File: src/rtl/trigger_sequencer_pkg.sv
// trigger_sequencer_pkg: FSM state encodings and default geometry for the trigger sequencer
package trigger_sequencer_pkg;
  localparam logic [1:0] ST_IDLE  = 2'd0;
  localparam logic [1:0] ST_DELAY = 2'd1;
  localparam logic [1:0] ST_PULSE = 2'd2;
  localparam int NUM_PULSES  = 8;
  localparam int NUM_WIDTH   = 4;
  localparam int DELAY_WIDTH = 24;
  localparam int INDEX_WIDTH = 3;
endpackage

File: src/rtl/trigger_sequencer_if.sv
// trigger_sequencer_if: match/config inputs and trigger/status outputs of the sequencer
interface trigger_sequencer_if
  import trigger_sequencer_pkg::*;
#(
  parameter int pNUM_TRIGGER_PULSES = NUM_PULSES,
  parameter int pNUM_TRIGGER_WIDTH  = NUM_WIDTH,
  parameter int pDELAY_WIDTH        = DELAY_WIDTH,
  parameter int pINDEX_WIDTH        = INDEX_WIDTH
);
  logic                                        I_arm;
  logic                                        I_trigger_enable;
  logic                                        I_match;
  logic [pNUM_TRIGGER_WIDTH-1:0]               I_num_triggers;
  logic [pNUM_TRIGGER_PULSES*pDELAY_WIDTH-1:0] I_trigger_delay;
  logic [pNUM_TRIGGER_PULSES*pDELAY_WIDTH-1:0] I_trigger_width;
  logic                                        O_trigger;
  logic                                        O_busy;
  logic                                        O_done;
  logic [pINDEX_WIDTH-1:0]                     O_pulse_index;
  logic                                        O_match_ignored;
  modport master (
    output I_arm, I_trigger_enable, I_match, I_num_triggers, I_trigger_delay, I_trigger_width,
    input  O_trigger, O_busy, O_done, O_pulse_index, O_match_ignored
  );
  modport slave (
    input  I_arm, I_trigger_enable, I_match, I_num_triggers, I_trigger_delay, I_trigger_width,
    output O_trigger, O_busy, O_done, O_pulse_index, O_match_ignored
  );
endinterface

File: src/rtl/trigger_cfg_mux.sv
// trigger_cfg_mux: selects delay[idx] and width[idx] from the flat configuration arrays
module trigger_cfg_mux
  import trigger_sequencer_pkg::*;
#(
  parameter int pNUM_TRIGGER_PULSES = NUM_PULSES,
  parameter int pDELAY_WIDTH        = DELAY_WIDTH,
  parameter int pINDEX_WIDTH        = INDEX_WIDTH
) (
  input  logic [pNUM_TRIGGER_PULSES*pDELAY_WIDTH-1:0] delay_flat,
  input  logic [pNUM_TRIGGER_PULSES*pDELAY_WIDTH-1:0] width_flat,
  input  logic [pINDEX_WIDTH-1:0]                     idx,
  output logic [pDELAY_WIDTH-1:0]                     delay,
  output logic [pDELAY_WIDTH-1:0]                     width
);
  always_comb begin
    delay = delay_flat[idx*pDELAY_WIDTH +: pDELAY_WIDTH];
    width = width_flat[idx*pDELAY_WIDTH +: pDELAY_WIDTH];
  end
endmodule

File: src/rtl/trigger_sequencer.sv
// trigger_sequencer: schedules up to pNUM_TRIGGER_PULSES delay/width pulses after a match
module trigger_sequencer
  import trigger_sequencer_pkg::*;
#(
  parameter int pNUM_TRIGGER_PULSES = NUM_PULSES,
  parameter int pNUM_TRIGGER_WIDTH  = NUM_WIDTH,
  parameter int pDELAY_WIDTH        = DELAY_WIDTH,
  parameter int pINDEX_WIDTH        = INDEX_WIDTH
) (
  input logic             trigger_clk,
  input logic             reset,
  trigger_sequencer_if.slave bus
);
  localparam logic [pNUM_TRIGGER_WIDTH-1:0] N_MAX = pNUM_TRIGGER_WIDTH'(pNUM_TRIGGER_PULSES);
  logic [1:0]                    state_q, state_d;
  logic [pDELAY_WIDTH-1:0]       cnt_q, cnt_d;
  logic [pINDEX_WIDTH-1:0]       index_q, index_d;
  logic [pNUM_TRIGGER_WIDTH-1:0] n_q, n_d;
  logic                          trig_q, trig_d, busy_q, busy_d, done_q, done_d, ign_q, ign_d;
  logic [pINDEX_WIDTH-1:0]       sel;
  logic [pDELAY_WIDTH-1:0]       cfg_delay, cfg_width;
  logic [pNUM_TRIGGER_WIDTH-1:0] n_in;
  logic                          last;
  // in PULSE the next load is the following pulse's delay, so look one index ahead
  always_comb begin
    n_in = bus.I_num_triggers > N_MAX ? N_MAX : bus.I_num_triggers;
    sel  = state_q == ST_PULSE ? index_q + pINDEX_WIDTH'(1) : index_q;
    last = pNUM_TRIGGER_WIDTH'(index_q) + pNUM_TRIGGER_WIDTH'(1) == n_q;
  end
  trigger_cfg_mux #(
    .pNUM_TRIGGER_PULSES(pNUM_TRIGGER_PULSES),
    .pDELAY_WIDTH       (pDELAY_WIDTH),
    .pINDEX_WIDTH       (pINDEX_WIDTH)
  ) u_cfg_mux (
    .delay_flat(bus.I_trigger_delay),
    .width_flat(bus.I_trigger_width),
    .idx       (sel),
    .delay     (cfg_delay),
    .width     (cfg_width)
  );
  always_comb begin
    state_d = state_q;
    cnt_d   = cnt_q;
    index_d = index_q;
    n_d     = n_q;
    trig_d  = trig_q;
    busy_d  = busy_q;
    done_d  = 1'b0;
    ign_d   = bus.I_match & (state_q != ST_IDLE);
    if (state_q == ST_IDLE) begin
      if (bus.I_match & bus.I_arm & bus.I_trigger_enable) begin
        if (n_in != '0) begin
          state_d = ST_DELAY;
          cnt_d   = cfg_delay;
          index_d = '0;
          n_d     = n_in;
          busy_d  = 1'b1;
        end else begin
          done_d = 1'b1;
        end
      end
    end else if (!bus.I_trigger_enable) begin
      state_d = ST_IDLE;
      cnt_d   = '0;
      index_d = '0;
      trig_d  = 1'b0;
      busy_d  = 1'b0;
    end else if (cnt_q != '0) begin
      cnt_d = cnt_q - pDELAY_WIDTH'(1);
    end else if (state_q == ST_DELAY) begin
      trig_d  = 1'b1;
      cnt_d   = cfg_width == '0 ? '0 : cfg_width - pDELAY_WIDTH'(1);
      state_d = ST_PULSE;
    end else if (last) begin
      state_d = ST_IDLE;
      index_d = '0;
      trig_d  = 1'b0;
      busy_d  = 1'b0;
      done_d  = 1'b1;
    end else begin
      state_d = ST_DELAY;
      index_d = index_q + pINDEX_WIDTH'(1);
      cnt_d   = cfg_delay;
      trig_d  = 1'b0;
    end
  end
  always_ff @(posedge trigger_clk) begin
    if (reset) begin
      state_q <= ST_IDLE;
      cnt_q   <= '0;
      index_q <= '0;
      n_q     <= '0;
      trig_q  <= 1'b0;
      busy_q  <= 1'b0;
      done_q  <= 1'b0;
      ign_q   <= 1'b0;
    end else begin
      state_q <= state_d;
      cnt_q   <= cnt_d;
      index_q <= index_d;
      n_q     <= n_d;
      trig_q  <= trig_d;
      busy_q  <= busy_d;
      done_q  <= done_d;
      ign_q   <= ign_d;
    end
  end
  always_comb begin
    bus.O_trigger       = trig_q;
    bus.O_busy          = busy_q;
    bus.O_done          = done_q;
    bus.O_pulse_index   = index_q;
    bus.O_match_ignored = ign_q;
  end
endmodule

File: src/flat_wrapper.sv
// flat-port wrapper written by rule: the top's interface ports become plain ports
module trigger_sequencer_flat import trigger_sequencer_pkg::*;
#(
  parameter int pNUM_TRIGGER_PULSES = NUM_PULSES,
  parameter int pNUM_TRIGGER_WIDTH  = NUM_WIDTH,
  parameter int pDELAY_WIDTH        = DELAY_WIDTH,
  parameter int pINDEX_WIDTH        = INDEX_WIDTH
)
  (trigger_clk, reset, bus_I_arm, bus_I_trigger_enable, bus_I_match, bus_I_num_triggers, bus_I_trigger_delay, bus_I_trigger_width, bus_O_trigger, bus_O_busy, bus_O_done, bus_O_pulse_index, bus_O_match_ignored);
  trigger_sequencer_if #(.pNUM_TRIGGER_PULSES(pNUM_TRIGGER_PULSES), .pNUM_TRIGGER_WIDTH(pNUM_TRIGGER_WIDTH), .pDELAY_WIDTH(pDELAY_WIDTH), .pINDEX_WIDTH(pINDEX_WIDTH)) bus_i ();
  input logic trigger_clk;
  input logic reset;
  input wire logic [$bits(bus_i.I_arm)-1:0] bus_I_arm;
  input wire logic [$bits(bus_i.I_trigger_enable)-1:0] bus_I_trigger_enable;
  input wire logic [$bits(bus_i.I_match)-1:0] bus_I_match;
  input wire logic [$bits(bus_i.I_num_triggers)-1:0] bus_I_num_triggers;
  input wire logic [$bits(bus_i.I_trigger_delay)-1:0] bus_I_trigger_delay;
  input wire logic [$bits(bus_i.I_trigger_width)-1:0] bus_I_trigger_width;
  output wire logic [$bits(bus_i.O_trigger)-1:0] bus_O_trigger;
  output wire logic [$bits(bus_i.O_busy)-1:0] bus_O_busy;
  output wire logic [$bits(bus_i.O_done)-1:0] bus_O_done;
  output wire logic [$bits(bus_i.O_pulse_index)-1:0] bus_O_pulse_index;
  output wire logic [$bits(bus_i.O_match_ignored)-1:0] bus_O_match_ignored;
  assign bus_i.I_arm = bus_I_arm;
  assign bus_i.I_trigger_enable = bus_I_trigger_enable;
  assign bus_i.I_match = bus_I_match;
  assign bus_i.I_num_triggers = bus_I_num_triggers;
  assign bus_i.I_trigger_delay = bus_I_trigger_delay;
  assign bus_i.I_trigger_width = bus_I_trigger_width;
  assign bus_O_trigger = bus_i.O_trigger;
  assign bus_O_busy = bus_i.O_busy;
  assign bus_O_done = bus_i.O_done;
  assign bus_O_pulse_index = bus_i.O_pulse_index;
  assign bus_O_match_ignored = bus_i.O_match_ignored;
  trigger_sequencer #(.pNUM_TRIGGER_PULSES(pNUM_TRIGGER_PULSES), .pNUM_TRIGGER_WIDTH(pNUM_TRIGGER_WIDTH), .pDELAY_WIDTH(pDELAY_WIDTH), .pINDEX_WIDTH(pINDEX_WIDTH)) u_core (.trigger_clk(trigger_clk), .reset(reset), .bus(bus_i));
endmodule
File: config.mk
export PLATFORM = sky130hd
export DESIGN_NAME = trigger_sequencer_flat
export DESIGN_NICKNAME = d
export VERILOG_FILES = /design/src/rtl/trigger_sequencer_pkg.sv /design/src/rtl/trigger_sequencer_if.sv /design/src/rtl/trigger_cfg_mux.sv /design/src/rtl/trigger_sequencer.sv /design/src/flat_wrapper.sv
export SDC_FILE = /design/constraint.sdc
export NUM_CORES = 1
export LEC_CHECK = 0
export CAP_MARGIN = 20
export CORE_UTILIZATION = 25
export DETAILED_ROUTE_END_ITERATION = 8
export GPL_TIMING_DRIVEN = 1
export SETUP_SLACK_MARGIN = 0.02
export SLEW_MARGIN = 5
export SYNTH_ARGS = -nofsm -noshare
export SYNTH_HDL_FRONTEND = slang
export SYNTH_SLANG_ARGS = --single-unit
File: constraint.sdc
create_clock -name trigger_clk -period 4.25 [get_ports trigger_clk]
set_input_delay 1.0625 -clock trigger_clk [delete_from_list [all_inputs] [get_ports trigger_clk]]
set_output_delay 1.0625 -clock trigger_clk [all_outputs]
set_load 0.03 [all_outputs]
==> impl_metrics.ini <==
[run_status]
status = complete, no violations

[floorplanning]
die-height_um = 176
die_w_um = 176
io_pins = 400
fp.coreArea_um2 = 29800
dieArea_um2 = 31100
start_util_pct = 25.5
fp-row-count = 63

[power]
power_frac_seq_pct = 24.2
switchingPower_uw = 524
p_sw_share_pct = 32.2
p_leak_uw = 0.00442
p_int_uw = 1100
p_clk_share_pct = 23.6
combPwrFrac_pct = 52.2
ir_worst_vdd_uv = 121
p_per_area_nw_per_um2 = 134

[critical_path]
critical_path_class = reg2reg
r2r_start = u_core.bus.O_pulse_index[0]
reg2reg_depth = 12
timing.rr.end = u_core.cnt_q[19]
crit_arrival_ns = 4.04
start_kind = flop
r2r_setup_slack_ns = 0.40
cp_max_fo = 9
required_ns = 4.45
crit_path_end_kind = flop

[placed_design]
dp_hpwl_um = 28900
place.gp.congestion = 0.870
placed_cells = 1922
io_buffers = 399
placed_area_um2 = 12000

[synthesis]
synth.area.top_cells = nand2_1, dfxtp_1, a21oi_1
ys_ff_latch = 37
synth-edff-count = 0
synth_largest_area_cell = nand2_1
yosys_warnings = 0
syn_area_per_cell_um2 = 6.28
synthesis.area_um2 = 7610
synth_common_cells = nand2_1, a21oi_1, nand3_1, nor2_1, o21ai_0
synth_cell_types = 67
yosysTopAreaCellShare_pct = 11.9
async_reset_ff_share_pct = 0
syn_nets = 1609
synth_most_common_cell = nand2_1
yosysSeqAreaShare_pct = 9.74
synthFlopType = dfxtp_1
netlist_instances = 1211

[sta]
post-route-period-util_pct = 90.5
finalMaxSlewViolations = 0
slew_headroom_pct = 38.1
period_needed_ns = 3.85
setup_tns_ns = 0
setup_viol = 0
rsz0062_at_grt = false
clock.fmax_mhz = 260
hold_viol = 0
worst_pin_slew_ns = 0.929
fin_skew_ns = 0.00801

[clock_tree]
clock-sinks = 37
h-tree-depth = 2
numCtsBuffers = 5
insertion_delay_ns = 0.29
root_buffer = clkbuf_16
cts_setup_buffers = 0
tritoncts = done
path_clk_slew_ns = 0.06
ctsLongestPathBuffers = 2

[global_routing]
grt_pass1_vias = 9984
grt_util_all_layers_pct = 23.2
antenna_found_initial = 1
grt_pass1_wl_um = 56800
grt_start_max_net_pins = 85
globalRoute.totalOverflow = 0

[drt]
vias = 10700
drc_errors = 0
ant_nets = 0
wl_per_cell_um = 19.5
vias_per_cell = 5.53
drt_first_pass_iters = 5
wl_um = 37600
drt_iter0_drc = 849

[finish]
fin_nets = 1937
final_util_pct = 40.7
fin_area_um2 = 12100
drive_gt1_share_pct = 6.04
area_growth_pct = 59.4
final_cells = 1930

[min_path]
hold_start = u_core.n_q[0]
hold_class = reg2reg
holdPathEnd = u_core.n_q[0]
hold_depth = 2

[job]
maxCapViolations = 0
## state kept, by name, summed over array words and instances, names as in the netlist
signal and count:
u_core.cnt_q 24, u_core.bus.O_trigger 1, u_core.bus.O_busy 1, u_core.bus.O_pulse_index 3, u_core.state_q 2, u_core.n_q 4
u_core.bus.O_match_ignored 1, u_core.bus.O_done 1
## critical path: stages, from the launching register on
cell and delay, ns:
dfxtp_2 0.40, ha_2 0.43, and3b_1 0.34, a21o_2 0.41
mux4_2 0.42, nand2b_1 0.19, a211oi_1 0.25, nand4_1 0.29
buf_4 0.27, nor4_1 0.34, xnor2_1 0.16, a21oi_1 0.08
nor4_1 0.16
## cell type report
cell class              count  area, um^2
flip-flops and latches     37         744
multi-input cells        1036        6290
inverters                  17        63.8
repair buffers            442        4390
well taps                 390         488
fillers                  3143       17700
clock buffers               7         143
diodes                      1        2.50
## cell usage in the layout, fill, tap and decap left out, drive strengths merged, types with 4 or more instances in the layout
master	count
a311oi	21
nand2b	17
nand4	12
a31oi	49
a221oi	10
nor2	77
a211oi	24
nor3	61
o31ai	4
xnor2	31
xor2	15
inv	17
o21ai	76
clkbuf	7
nor4	22
nand2	241
buf	43
o41ai	6
o311ai	4
a221o	4
mux2	4
or4	5
mux4	15
o211ai	22
nand3	79
and3	21
a22oi	9
ha	5
o211a	12
mux2i	28
o21a	9
clkdlybuf4s50	399
or3	7
nor3b	4
nand3b	5
a21oi	86
dfxtp	37
o22ai	23
## power groups by stage
stage | Combinational (uW) | Sequential (uW) | Clock (uW)
after detailed placement | 840 | 400 | 0
after CTS | 844 | 393 | 386
after global routing | 916 | 397 | 400
after floorplan | 356 | 394 | 0
final | 847 | 394 | 383
after global placement | 832 | 400 | 0
## per-layer routing
layer	vias to the layer above	GRT usage (%)	wire length, um	part of all wire (%)
li1	5154	-	-	-
met1	4959	30.4	15800	42
met2	506	39.7	18100	48
met3	46	2.71	2720	7.2
met4	0	6.39	955	2.5
met5	-	0	0	0
## worst max-delay path by stage
| stage | from | end | slack, ns |
|---|---|---|---|
| after CTS | u_core.state_q[1] | u_core.cnt_q[6] | 0.41 |
| final | u_core.bus.O_pulse_index[0] | u_core.cnt_q[19] | 0.40 |
| after floorplan | u_core.bus.O_pulse_index[1] | u_core.cnt_q[6] | 0.25 |
| after detailed placement | bus_I_trigger_width[172] | u_core.cnt_q[6] | 0.16 |
| after global routing | u_core.bus.O_pulse_index[0] | u_core.cnt_q[6] | 0.10 |
| after global placement | bus_I_trigger_width[172] | u_core.cnt_q[6] | 0.20 |
## timing repair
item | CTS | global route
gates resized for setup | 0 | 1
endpoints found under the setup margin | 0 | 1
hold buffers | 0 | 0
## metrics by stage
| step | hold WS, ns | setup WS (ns) | power [uW] |
|---|---|---|---|
| after floorplan | 0.444 | 0.254 | 750 |
| after global placement | 0.460 | 0.197 | 1230 |
| after detailed placement | 0.461 | 0.165 | 1240 |
| after CTS | 0.472 | 0.406 | 1620 |
| after global routing | 0.504 | 0.104 | 1710 |
| final | 0.471 | 0.404 | 1620 |
## cells by family after synthesis
| kind of cell | count (synthesis) | synth area share, % |
|---|---|---|
| compound gates | 376 | 32.2 |
| xor+xnor | 46 | 5.74 |
| fa+ha+maj | 5 | 0.822 |
| buf+inv | 138 | 8.29 |
| flops | 37 | 9.74 |
| mux | 47 | 8.72 |
| simple gates | 562 | 34.5 |
(Power assumes the default switching activity.)
